### src/rtl/spb_rx_frame_ctrl.sv
// Receive-frame sequencer for the SD/PD/BD detection chain (32.768 MHz domain).
// Define SPB_RX_FRAME_STATS_EN to add the saturating frame/abort statistics counters.
module spb_rx_frame_ctrl #(
    parameter int LEN_W = 12,
    parameter int TO_W  = 10,
    parameter int CNT_W = 16
) (
    input  logic             clk,
    input  logic             rst_32M768_n,
    input  logic             ctrl_en,
    input  logic             sym_strobe,
    input  logic             SD_flag,
    input  logic             PD_flag,
    input  logic             BD_flag,
    input  logic             BD_sgn,
    input  logic [LEN_W-1:0] frame_len,
    input  logic [TO_W-1:0]  bd_timeout,
    input  logic [TO_W-1:0]  holdoff_syms,
    output logic             disassert_PD,
    output logic             disassert_BD,
    output logic             payload_en,
    output logic             phase_invert,
    output logic             frame_done,
    output logic             frame_err,
    output logic [2:0]       rx_state
`ifdef SPB_RX_FRAME_STATS_EN
    ,
    input  logic             stat_clr,
    output logic [CNT_W-1:0] stat_frames,
    output logic [CNT_W-1:0] stat_bd_timeouts,
    output logic [CNT_W-1:0] stat_sd_losses
`endif
);

    // One shared symbol counter serves the BD timeout, payload and holdoff phases.
    localparam int SC_W = (LEN_W > TO_W) ? LEN_W : TO_W;

    typedef enum logic [2:0] {
        IDLE    = 3'd0,
        WAIT_BD = 3'd1,
        PAYLOAD = 3'd2,
        HOLDOFF = 3'd3
    } state_t;

    state_t           state_q;
    logic [SC_W-1:0]  cnt_q;
    logic [SC_W-1:0]  cnt_d;
    logic [LEN_W-1:0] len_q;
    logic             dis_pd_q;
    logic             dis_bd_q;
    logic             pay_q;
    logic             phase_q;
    logic             done_q;
    logic             err_q;

    function automatic logic [SC_W-1:0] sat_inc(input logic [SC_W-1:0] v);
        return (&v) ? v : v + SC_W'(1);
    endfunction

    assign cnt_d = sat_inc(cnt_q);

    always_ff @(posedge clk or negedge rst_32M768_n) begin
        if (!rst_32M768_n) begin
            state_q  <= IDLE;
            cnt_q    <= '0;
            len_q    <= '0;
            dis_pd_q <= 1'b0;
            dis_bd_q <= 1'b1;
            pay_q    <= 1'b0;
            phase_q  <= 1'b0;
            done_q   <= 1'b0;
            err_q    <= 1'b0;
        end else begin
            pay_q  <= 1'b0;
            done_q <= 1'b0;
            err_q  <= 1'b0;
            if (!ctrl_en) begin
                state_q  <= IDLE;
                cnt_q    <= '0;
                dis_pd_q <= 1'b0;
                dis_bd_q <= 1'b1;
            end else begin
                unique case (state_q)
                    IDLE: begin
                        if (PD_flag && SD_flag) begin
                            state_q  <= WAIT_BD;
                            cnt_q    <= '0;
                            dis_bd_q <= 1'b0;
                        end
                    end
                    WAIT_BD: begin
                        // A Barker hit outranks both the timeout and a signal loss.
                        if (BD_flag) begin
                            state_q  <= PAYLOAD;
                            phase_q  <= BD_sgn;
                            len_q    <= frame_len;
                            cnt_q    <= '0;
                            dis_pd_q <= 1'b1;
                            dis_bd_q <= 1'b1;
                        end else if (!SD_flag ||
                                     (sym_strobe && cnt_d >= SC_W'(bd_timeout))) begin
                            state_q  <= HOLDOFF;
                            cnt_q    <= '0;
                            err_q    <= 1'b1;
                            dis_pd_q <= 1'b1;
                            dis_bd_q <= 1'b1;
                        end else if (sym_strobe) begin
                            cnt_q <= cnt_d;
                        end
                    end
                    PAYLOAD: begin
                        if (len_q == '0) begin
                            state_q <= HOLDOFF;
                            cnt_q   <= '0;
                            done_q  <= 1'b1;
                        end else if (sym_strobe && cnt_d == SC_W'(len_q)) begin
                            state_q <= HOLDOFF;
                            cnt_q   <= '0;
                            pay_q   <= 1'b1;
                            done_q  <= 1'b1;
                        end else if (!SD_flag) begin
                            state_q <= HOLDOFF;
                            cnt_q   <= '0;
                            err_q   <= 1'b1;
                        end else if (sym_strobe) begin
                            pay_q <= 1'b1;
                            cnt_q <= cnt_d;
                        end
                    end
                    HOLDOFF: begin
                        if (holdoff_syms == '0 ||
                            (sym_strobe && cnt_d >= SC_W'(holdoff_syms))) begin
                            state_q  <= IDLE;
                            cnt_q    <= '0;
                            dis_pd_q <= 1'b0;
                            dis_bd_q <= 1'b1;
                        end else if (sym_strobe) begin
                            cnt_q <= cnt_d;
                        end
                    end
                    default: begin
                        state_q  <= IDLE;
                        cnt_q    <= '0;
                        dis_pd_q <= 1'b0;
                        dis_bd_q <= 1'b1;
                    end
                endcase
            end
        end
    end

    assign disassert_PD = dis_pd_q;
    assign disassert_BD = dis_bd_q;
    assign payload_en   = pay_q;
    assign phase_invert = phase_q;
    assign frame_done   = done_q;
    assign frame_err    = err_q;
    assign rx_state     = state_q;

`ifdef SPB_RX_FRAME_STATS_EN
    // Abort cause: a timeout needs SD high when sampled, a signal loss has SD low.
    logic             sd_prev_q;
    logic [CNT_W-1:0] frames_q;
    logic [CNT_W-1:0] tmo_q;
    logic [CNT_W-1:0] sdl_q;

    function automatic logic [CNT_W-1:0] sat_stat(input logic [CNT_W-1:0] v);
        return (&v) ? v : v + CNT_W'(1);
    endfunction

    always_ff @(posedge clk or negedge rst_32M768_n) begin
        if (!rst_32M768_n) begin
            sd_prev_q <= 1'b0;
            frames_q  <= '0;
            tmo_q     <= '0;
            sdl_q     <= '0;
        end else begin
            sd_prev_q <= SD_flag;
            if (stat_clr) begin
                frames_q <= '0;
                tmo_q    <= '0;
                sdl_q    <= '0;
            end else begin
                if (done_q)               frames_q <= sat_stat(frames_q);
                if (err_q && sd_prev_q)   tmo_q    <= sat_stat(tmo_q);
                if (err_q && !sd_prev_q)  sdl_q    <= sat_stat(sdl_q);
            end
        end
    end

    assign stat_frames      = frames_q;
    assign stat_bd_timeouts = tmo_q;
    assign stat_sd_losses   = sdl_q;
`endif

endmodule

### config.mk
export PLATFORM = sky130hd
export DESIGN_NAME = spb_rx_frame_ctrl
export DESIGN_NICKNAME = d
export VERILOG_FILES = /design/src/rtl/spb_rx_frame_ctrl.sv
export SDC_FILE = /design/constraint.sdc
export NUM_CORES = 1
export LEC_CHECK = 0
export BUFFER_PORTS_ARGS = -buffer_cell sky130_fd_sc_hd__buf_2
export CAP_MARGIN = 20
export CORE_MARGIN = 10
export CORE_UTILIZATION = 55
export DETAILED_ROUTE_END_ITERATION = 10
export PLACE_DENSITY = 0.89
export SLEW_MARGIN = 10
export SYNTH_ARGS = -nofsm -noshare
export SYNTH_HDL_FRONTEND = slang
export SYNTH_SLANG_ARGS = --single-unit
export TNS_END_PERCENT = 10
### constraint.sdc
create_clock -name clk -period 6.71 [get_ports clk]
set_input_delay 1.0065 -clock clk [delete_from_list [all_inputs] [get_ports clk]]
set_output_delay 1.0065 -clock clk [all_outputs]
set_load 0.1 [all_outputs]
==> results of run 1 <==
[kinds of logic after synthesis]
family | after synthesis | synth area share [%]
AND/OR/NAND/NOR | 114 | 20.7
AO/OA/AOI/OAI | 84 | 21.3
buffers and inverters | 57 | 8.00
flip-flops | 32 | 27.4
adder cells (fa/ha/maj) | 26 | 11.1
multiplexers | 21 | 7.74
XOR/XNOR | 12 | 3.59
other | 1 | 0.128
[cell usage after synthesis (5+ instances only)]
master / number / area share, %
sky130_fd_sc_hd__o21ai_0: 9 / 1.5
sky130_fd_sc_hd__dfrtp_1: 31 / 27
sky130_fd_sc_hd__mux2_2: 13 / 5.0
sky130_fd_sc_hd__clkbuf_1: 10 / 1.3
sky130_fd_sc_hd__o2111ai_1: 10 / 3.0
sky130_fd_sc_hd__nand3_1: 12 / 2.1
sky130_fd_sc_hd__inv_1: 35 / 4.5
sky130_fd_sc_hd__a21oi_1: 14 / 2.4
sky130_fd_sc_hd__buf_2: 7 / 1.2
sky130_fd_sc_hd__nor2b_1: 6 / 1.3
sky130_fd_sc_hd__nand4_1: 7 / 1.5
sky130_fd_sc_hd__nor3_1: 8 / 1.4
sky130_fd_sc_hd__o311ai_1: 7 / 2.1
sky130_fd_sc_hd__ha_1: 26 / 11
sky130_fd_sc_hd__xnor2_1: 8 / 2.4
sky130_fd_sc_hd__mux2i_1: 8 / 2.7
sky130_fd_sc_hd__o211ai_1: 5 / 1.3
sky130_fd_sc_hd__nand2_1: 36 / 4.6
sky130_fd_sc_hd__nor4_1: 8 / 1.7
sky130_fd_sc_hd__nor2_1: 17 / 2.2
[power groups by stage]
stage / registers, mW / logic, mW / clock network, mW
2_1_floorplan: 0.388 / 0.250 / 0
3_3_place_gp: 0.316 / 0.407 / 0
3_5_place_dp: 0.321 / 0.416 / 0
4_1_cts: 0.316 / 0.419 / 0.197
5_1_grt: 0.326 / 0.455 / 0.205
6_report: 0.319 / 0.421 / 0.197
[final timing paths]
| path | to | slack [ns] | from | depth (start not counted) |
|---|---|---|---|---|
| max | cnt_q[6] | 1.70 | cnt_q[0] | 12 |
| min | phase_invert | 0.52 | phase_invert | 1 |
| min in group asynchronous | len_q[6] | 0.77 | rst_32M768_n | 1 |
| max reg2reg | cnt_q[6] | 1.70 | cnt_q[0] | 12 |
| min reg2reg | phase_invert | 0.52 | phase_invert | 1 |
| max in group asynchronous | cnt_q[2] | 5.46 | rst_32M768_n | 1 |
[cell type report]
type / count / share of cell area, %
clock buffers: 5 / 2.10
flip-flops and latches: 32 / 24.5
repair buffers: 48 / 7.42
well taps: 70 / 2.68
clock inverters: 3 / 1.41
multi-input cells: 258 / 57.7
inverters: 36 / 4.13
[state kept, by name, summed over array words and instances (netlist names)]
register,flops
disassert_PD,1
phase_invert,1
len_q,12
frame_err,1
cnt_q,12
rx_state,2
payload_en,1
disassert_BD,1
frame_done,1
[layer usage]
layer | up-vias | global-route usage [%]
met5 | - | 0
met4 | 0 | 7.71
met3 | 27 | 5.08
met2 | 149 | 32.3
met1 | 1360 | 23.4
li1 | 1344 | -
==> results.rst, run 1 <==
.. list-table::
   :header-rows: 1

   * - Metric
     - Value
   * - Final Power
     - 937 uW
   * - Part of the power in combinational logic
     - 44.9%
   * - Area after detailed placement
     - 0.00316 sq mm
   * - Number of resized instances in the post-cts repair step
     - 0
   * - Final Util
     - 63.7%
   * - Combined buffer and inverter count along the critical path
     - 0
   * - Layout area overhead
     - 11.8%
   * - Cell count after placement
     - 444
   * - Capturing element type of the critical path
     - register
   * - DR WL/cell
     - 18.5 um
   * - Power density normalized to cell area
     - 286 mW/mm^2
   * - Pin count of the biggest net entering global routing
     - 33
   * - CP dominant cell by count
     - sky130_fd_sc_hd__ha_1
   * - Final hold violations
     - 0
   * - Wire length reported by the detailed router
     - 8350 um
   * - Die Width
     - 92.9 um
   * - Detail Placement HPWL
     - 6500 um
   * - Final Max Slew Viols
     - 0
   * - Most frequent cells in the layout
     - 47 x sky130_fd_sc_hd__buf_2, 36 x sky130_fd_sc_hd__nand2_1, 35 x sky130_fd_sc_hd__inv_1, 31 x sky130_fd_sc_hd__dfrtp_1, 26 x sky130_fd_sc_hd__ha_1
   * - Area of the mapped netlist
     - 0.00293 sq mm
   * - Area of the core region
     - ~0.0051 sq mm
   * - Top flip-flop cell by instance count after synthesis
     - sky130_fd_sc_hd__dfrtp_1
   * - DRC violation count after routing
     - 0
   * - Fraction of layout instances using a drive strength above 1
     - approximately a fifth
   * - Setup tns final
     - 0 ns
   * - Footprint of the multi-input gates
     - roughly 0.0019 sq mm
   * - Slowest stage cell, crit path
     - sky130_fd_sc_hd__nor4_2
   * - Smallest hold slack
     - 0.518 ns
   * - Count of flip-flops with a built-in enable after synthesis
     - 0
   * - Skew-Pair Late Insertion Delay
     - 0.30 ns
   * - Via count
     - 2880
   * - Length of routed wiring on met1
     - 3440 um
   * - Avg Cell Area, Syn
     - 8.43 sq um
   * - Worst Path Required
     - 6.89 ns
   * - Status
     - complete, no violations
   * - Worst path arrival time
     - 5.19 ns
   * - Final critical-path setup slack
     - around 1.7 ns
   * - Worst clock skew
     - 0.00458 ns
   * - Critical path class
     - register to register
   * - Shortest clock period the worst path allows after layout
     - ~5 ns
   * - Switching part of the total power
     - a little under half
   * - Unrepaired setup endpoints after global routing
     - false
   * - Iteration count of the initial detailed-routing pass
     - 5
   * - Crit share post-route
     - 74.7%
   * - Worst vdd rail ir drop
     - 0.386 mV
   * - Final #Nets
     - 447
   * - Sequential element share of the synthesized area
     - 27.4%
   * - Worst slew pin tran
     - just under 0.9 ns
   * - # Post-CTS Setup Buffers
     - 0
   * - Via count of the first global-routing pass
     - 2964
   * - Leakage
     - approximately 1.5 nW
   * - Ordered list of cells on the worst path
     - ha_1, nand3_1, nor4_2, o21ai_0, ha_1, a211oi_1, o21bai_1, a2111oi_0, o211ai_1, nand2_1, o21ai_2, o311ai_1
   * - Number of synthesis warnings
     - 0
   * - Slew headroom
     - 39.8%
   * - Worst setup timing slack at the placement stage
     - 1.83 ns
   * - CTS Root Buffer Type
     - sky130_fd_sc_hd__clkbuf_8
   * - Total track usage
     - 19.5%
   * - Cells after synthesis
     - 347
   * - Critical Path Start Type
     - register
   * - Crit path max-delay family
     - compound AO/OA/AOI/OAI gates
   * - Most common library cell in the layout ignoring fill and taps
     - sky130_fd_sc_hd__buf_2
   * - Initial core utilization
     - 56.9%
   * - Synthesized flop and latch total
     - 32
   * - Net count after synthesis
     - 413
   * - Register share of total power
     - 34.0%
   * - First-pass GRT wire length
     - approximately 14000 um
   * - Highest Clock Rate
     - 0.199 GHz
   * - Peak per-stage delay on the critical path
     - 0.90 ns
   * - Number of filler cells placed in the layout
     - 440
   * - Remaining Overflow, GRT
     - 0
   * - Std-Cell Rows
     - 26
   * - Initial antenna violation count
     - 0
   * - Clk pin slew, worst setup/hold paths
     - 0.08 ns
   * - Input/output buffers
     - 47
   * - Kind of path behind the tightest hold check
     - register to register
   * - Post-CTS Hold Fix Bufs
     - 0
   * - Fraction of registers with async set/reset
     - 100%
   * - Max-cap check violation count
     - 0
   * - Area of all placed cells without fillers
     - 0.00327 sq mm
   * - Final setup violation count
     - 0
   * - Highest metal layer with signal wires
     - met4
   * - Iter 0 DRT Violations
     - 381
   * - TritonCTS clock tree
     - done
   * - H-tree level count
     - 2
   * - Power Internal
     - 509 uW
   * - Total die area
     - approximately 0.0086 sq mm
   * - Clock network fraction of design power
     - 21.1%
   * - Total clock buffers created by CTS
     - 5
   * - Met3 routed WL
     - roughly 620 um
   * - Max clock buf depth
     - 2
   * - Clock Sinks
     - 32
   * - Number of nets with antenna violations after detailed routing
     - 0
   * - Post-DR vias/cell
     - 6.37
   * - Routability congestion estimate
     - 0.934
   * - Die Y-Extent
     - a little over 90 um
   * - Highest net fanout along the worst path
     - 13
   * - Area of all sequential standard cells
     - 802 sq um
   * - Number of distinct library cell variants in the gate-level netlist after synthesis
     - 60
   * - Antenna diode count
     - 0
   * - DR WL met2
     - 4050 um
   * - Boundary Pins
     - 49
   * - Reported net switching power
     - 428 uW
   * - Non-filler cells, final
     - 452
(Power assumes the default switching activity.)
==> inputs of run 2 (changes only) <==
- ABC_AREA: unset -> 1
- CORE_UTILIZATION: 55 -> 52
- clock period: 6.71 -> 4.4 ns (I/O delays scaled with it)
==> run 2 against run 1 <==
Effect of this change: global-route usage down 2.9 points; final cell count up 18%; highest routed layer unchanged; total power up 43%; fmax up 53%; sequential share of layout area up 0.49 points; setup slack worse by 0.58 ns.
==> results.rst, run 2 <==
.. list-table::
   :header-rows: 1

   * - Metric
     - Value
   * - Status
     - complete, no violations (unchanged)
   * - Total track usage
     - 16.6% (was 19.5%)
   * - Worst setup timing slack at the placement stage
     - 1.19 ns (was 1.83 ns)
   * - Shortest clock period the worst path allows after layout
     - 3.28 ns (was 5.01 ns)
   * - Top-area cell type share of the netlist area
     - 27.3% (was 26.5%)
   * - Highest Clock Rate
     - 0.305 GHz (was 0.199 GHz)
   * - Final Power
     - 1.34 mW (was 937 uW)
   * - DR WL/cell
     - 13.7 um (was 18.5 um)
   * - Register share of total power
     - 33.2% (was 34.0%)
   * - Number of filler cells placed in the layout
     - 454 (was 440)
   * - Via count of the first global-routing pass
     - 2648 (was 2964)
   * - Net count after synthesis
     - 486 (was 413)
   * - Power Internal
     - 724 uW (was 509 uW)
   * - Post-CTS Hold Fix Bufs
     - 0 (unchanged)
   * - Final critical-path setup slack
     - 1.12 ns (was 1.70 ns)
   * - Pin count of the biggest net entering global routing
     - 33 (unchanged)
   * - Leading cell types by count after synthesis
     - 142 x sky130_fd_sc_hd__nand2_1, 65 x sky130_fd_sc_hd__inv_1, 31 x sky130_fd_sc_hd__dfrtp_1, 31 x sky130_fd_sc_hd__nand3_1, 28 x sky130_fd_sc_hd__nor2_1 (was 36 x sky130_fd_sc_hd__nand2_1, 35 x sky130_fd_sc_hd__inv_1, 31 x sky130_fd_sc_hd__dfrtp_1)
   * - Non-filler cells, final
     - 533 (was 452)
   * - Worst slew pin tran
     - 1.06 ns (was 0.895 ns)
   * - Total die area
     - 0.00883 sq mm (was 0.00864 sq mm)
   * - Most frequent cells in the layout
     - 142 x sky130_fd_sc_hd__nand2_1, 65 x sky130_fd_sc_hd__inv_1, 47 x sky130_fd_sc_hd__buf_2, 31 x sky130_fd_sc_hd__nand3_1, 31 x sky130_fd_sc_hd__dfrtp_1 (was 47 x sky130_fd_sc_hd__buf_2, 36 x sky130_fd_sc_hd__nand2_1, 35 x sky130_fd_sc_hd__inv_1, 31 x sky130_fd_sc_hd__dfrtp_1, 26 x sky130_fd_sc_hd__ha_1)
   * - Worst Path Required
     - 4.63 ns (was 6.89 ns)
   * - Post-DR vias/cell
     - 5.31 (was 6.37)
   * - First-pass GRT wire length
     - 12000 um (was 14000 um)
   * - Sequential element share of the synthesized area
     - 28.2% (was 27.4%)
   * - Layout area overhead
     - 12.8% (was 11.8%)
   * - # Post-CTS Setup Buffers
     - 0 (unchanged)
   * - Detail Placement HPWL
     - 5780 um (was 6500 um)
   * - Clock network fraction of design power
     - 21.6% (was 21.1%)
   * - Crit share post-route
     - 74.6% (was 74.7%)
   * - Antenna diode count
     - 0 (unchanged)
   * - Cells after synthesis
     - 420 (was 347)
   * - Unrepaired setup endpoints after global routing
     - false (unchanged)
   * - Die Y-Extent
     - 94.0 um (was 92.9 um)
   * - Max-cap check violation count
     - 0 (unchanged)
   * - Final setup violation count
     - 0 (unchanged)
   * - Initial antenna violation count
     - 0 (unchanged)
   * - Slew headroom
     - 29.4% (was 39.8%)
   * - Reported net switching power
     - 620 uW (was 428 uW)
   * - Avg Cell Area, Syn
     - 6.77 sq um (was 8.43 sq um)
   * - Number of synthesis warnings
     - 0 (unchanged)
   * - Die Width
     - 94.0 um (was 92.9 um)
   * - Setup tns final
     - 0 ns (unchanged)
   * - Ordered list of cells on the worst path
     - ha_1, nand2_2, nor2_4, nand3_4, xor2_1, ha_1, o21ai_0, nand2_1, nand2_1, nand2_1, nand2_1, nand2_1, nand2_1, nand2_1, nand2_1, nand2_1, nand2_1, nand3_1, nand2_1, inv_1, nand2_2, nand3_1, nand2_1 (was ha_1, nand3_1, nor4_2, o21ai_0, ha_1, a211oi_1, o21bai_1, a2111oi_0, o211ai_1, nand2_1, o21ai_2, o311ai_1)
   * - Remaining Overflow, GRT
     - 0 (unchanged)
   * - Skew-Pair Late Insertion Delay
     - 0.30 ns (about the same)
   * - Worst vdd rail ir drop
     - 0.384 mV (was 0.386 mV)
   * - Final Util
     - 61.6% (was 63.7%)
   * - Most common library cell in the layout ignoring fill and taps
     - sky130_fd_sc_hd__nand2_1 (was sky130_fd_sc_hd__buf_2)
   * - Input/output buffers
     - 47 (unchanged)
   * - Number of resized instances in the post-cts repair step
     - 0 (unchanged)
   * - Leakage
     - 1.84 nW (was 1.50 nW)
   * - Clk pin slew, worst setup/hold paths
     - 0.07 ns (was 0.08 ns)
   * - H-tree level count
     - 2 (unchanged)
   * - Library cell with the largest summed area after synthesis
     - sky130_fd_sc_hd__dfrtp_1 (unchanged)
   * - Switching part of the total power
     - 46.1% (was 45.6%)
   * - Cell types occupying the most area after synthesis
     - sky130_fd_sc_hd__dfrtp_1 27%, sky130_fd_sc_hd__nand2_1 19%, sky130_fd_sc_hd__ha_1 11% (was sky130_fd_sc_hd__dfrtp_1 27%, sky130_fd_sc_hd__ha_1 11%, sky130_fd_sc_hd__mux2_2 5.0%)
   * - Critical path class
     - register to register (unchanged)
   * - Final #Nets
     - 528 (was 447)
   * - Smallest hold slack
     - 0.422 ns (was 0.518 ns)
   * - Part of the power in combinational logic
     - 45.2% (was 44.9%)
   * - Area of the core region
     - 0.00520 sq mm (was 0.00514 sq mm)
   * - Cell count after placement
     - 524 (was 444)
   * - Area of the mapped netlist
     - 0.00285 sq mm (was 0.00293 sq mm)
   * - Highest net fanout along the worst path
     - 18 (was 13)
   * - CTS Root Buffer Type
     - sky130_fd_sc_hd__clkbuf_8 (unchanged)
   * - DRC violation count after routing
     - 0 (unchanged)
   * - Worst clock skew
     - 0.00589 ns (was 0.00458 ns)
   * - Power density normalized to cell area
     - 419 mW/mm^2 (was 286 mW/mm^2)
   * - Routability congestion estimate
     - 0.956 (was 0.934)
   * - Via count
     - 2828 (was 2880)
   * - Count of flip-flops with a built-in enable after synthesis
     - 0 (unchanged)
   * - Critical Path Start Type
     - register (unchanged)
   * - Iter 0 DRT Violations
     - 262 (was 381)
   * - TritonCTS clock tree
     - done (unchanged)
   * - Final hold violations
     - 0 (unchanged)
   * - Boundary Pins
     - 49 (unchanged)
   * - Capturing element type of the critical path
     - register (unchanged)
   * - Fraction of registers with async set/reset
     - 100% (unchanged)
   * - Worst path arrival time
     - 3.51 ns (was 5.19 ns)
   * - Iteration count of the initial detailed-routing pass
     - 5 (unchanged)
   * - Fraction of layout instances using a drive strength above 1
     - 17.5% (was 20.4%)
   * - Slowest stage cell, crit path
     - sky130_fd_sc_hd__dfrtp_1 (was sky130_fd_sc_hd__nor4_2)
   * - Final Max Slew Viols
     - 0 (unchanged)
   * - Wire length reported by the detailed router
     - 7280 um (was 8350 um)
   * - CP dominant cell by count
     - sky130_fd_sc_hd__nand2_1 (was sky130_fd_sc_hd__ha_1)
   * - Kind of path behind the tightest hold check
     - input pin to async pin (was register to register)
   * - Max clock buf depth
     - 2 (unchanged)
   * - Area of all placed cells without fillers
     - 0.00321 sq mm (was 0.00327 sq mm)
   * - Initial core utilization
     - 54.7% (was 56.9%)
   * - Top flip-flop cell by instance count after synthesis
     - sky130_fd_sc_hd__dfrtp_1 (unchanged)
   * - Synthesized flop and latch total
     - 32 (unchanged)
   * - Number of nets with antenna violations after detailed routing
     - 0 (unchanged)
   * - Clock Sinks
     - 32 (unchanged)
   * - Total clock buffers created by CTS
     - 5 (unchanged)
   * - Std-Cell Rows
     - 26 (unchanged)
   * - Peak per-stage delay on the critical path
     - 0.51 ns (was 0.90 ns)
   * - Top-count cell post-synth
     - sky130_fd_sc_hd__nand2_1 (unchanged)
   * - Area after detailed placement
     - 0.00309 sq mm (was 0.00316 sq mm)
   * - Number of distinct library cell variants in the gate-level netlist after synthesis
     - 34 (was 60)
## run 2: final cells by class
| class | instances | area [sq um] | share of cell area (%) |
|---|---|---|---|
| clock inverter | 2 | 35.0 | 1.09 |
| timing repair buffer | 48 | 243 | 7.57 |
| clock buffer | 6 | 72.6 | 2.26 |
| sequential | 32 | 802 | 25.0 |
| inverter | 65 | 244 | 7.61 |
| multi-input combinational | 310 | 1720 | 53.7 |
| tap | 70 | 87.6 | 2.73 |
## run 2: final timing paths
| kind | startpoint | to | cells past startpoint | slack [ns] |
|---|---|---|---|---|
| worst max-delay path | cnt_q[0] | cnt_q[0] | 23 | 1.12 |
| worst min register to register | disassert_BD | disassert_BD | 2 | 0.47 |
| min in group clk | disassert_BD | disassert_BD | 2 | 0.47 |
| worst max register to register | cnt_q[0] | cnt_q[0] | 23 | 1.12 |
| max in group asynchronous | rst_32M768_n | cnt_q[0] | 1 | 3.51 |
| worst min-delay path | rst_32M768_n | cnt_q[10] | 1 | 0.42 |
## run 2: worst max-delay path: cells and delay by family, from the launching register on
kind                       cells  cell delay, ns
buffers and inverters          1            0.04
DFF                            1            0.51
adders and majority gates      2            0.56
xor gates and xnor gates       1            0.28
AOI/OAI and AO/OA              1            0.17
and+or+nand+nor               18            1.63
## run 2: metal layers
metal / track usage [%] / vias up / routed length [um]
met5: 0 / - / 0
met4: 5.19 / 0 / 127
met3: 3.92 / 14 / 532
met2: 28.2 / 121 / 3530
met1: 20.1 / 1277 / 3100
li1: - / 1416 / -
## run 2: kinds of logic after synthesis
family	after synthesis	share of synthesized area [%]
and+or+nand+nor	241	39.2
buffers and inverters	78	11.2
AOI/OAI and AO/OA	35	6.82
DFF	32	28.2
adders and majority gates	26	11.4
muxes	4	1.58
xor gates and xnor gates	3	1.41
other	1	0.132
## run 2: power groups by stage
stage               Clock, mW  Combinational, mW  Sequential, mW
floorplan                   0              0.338           0.589
global placement            0              0.583           0.445
detailed placement          0              0.600           0.448
CTS                     0.287              0.603           0.444
global route            0.298              0.665           0.457
finish                  0.290              0.608           0.446
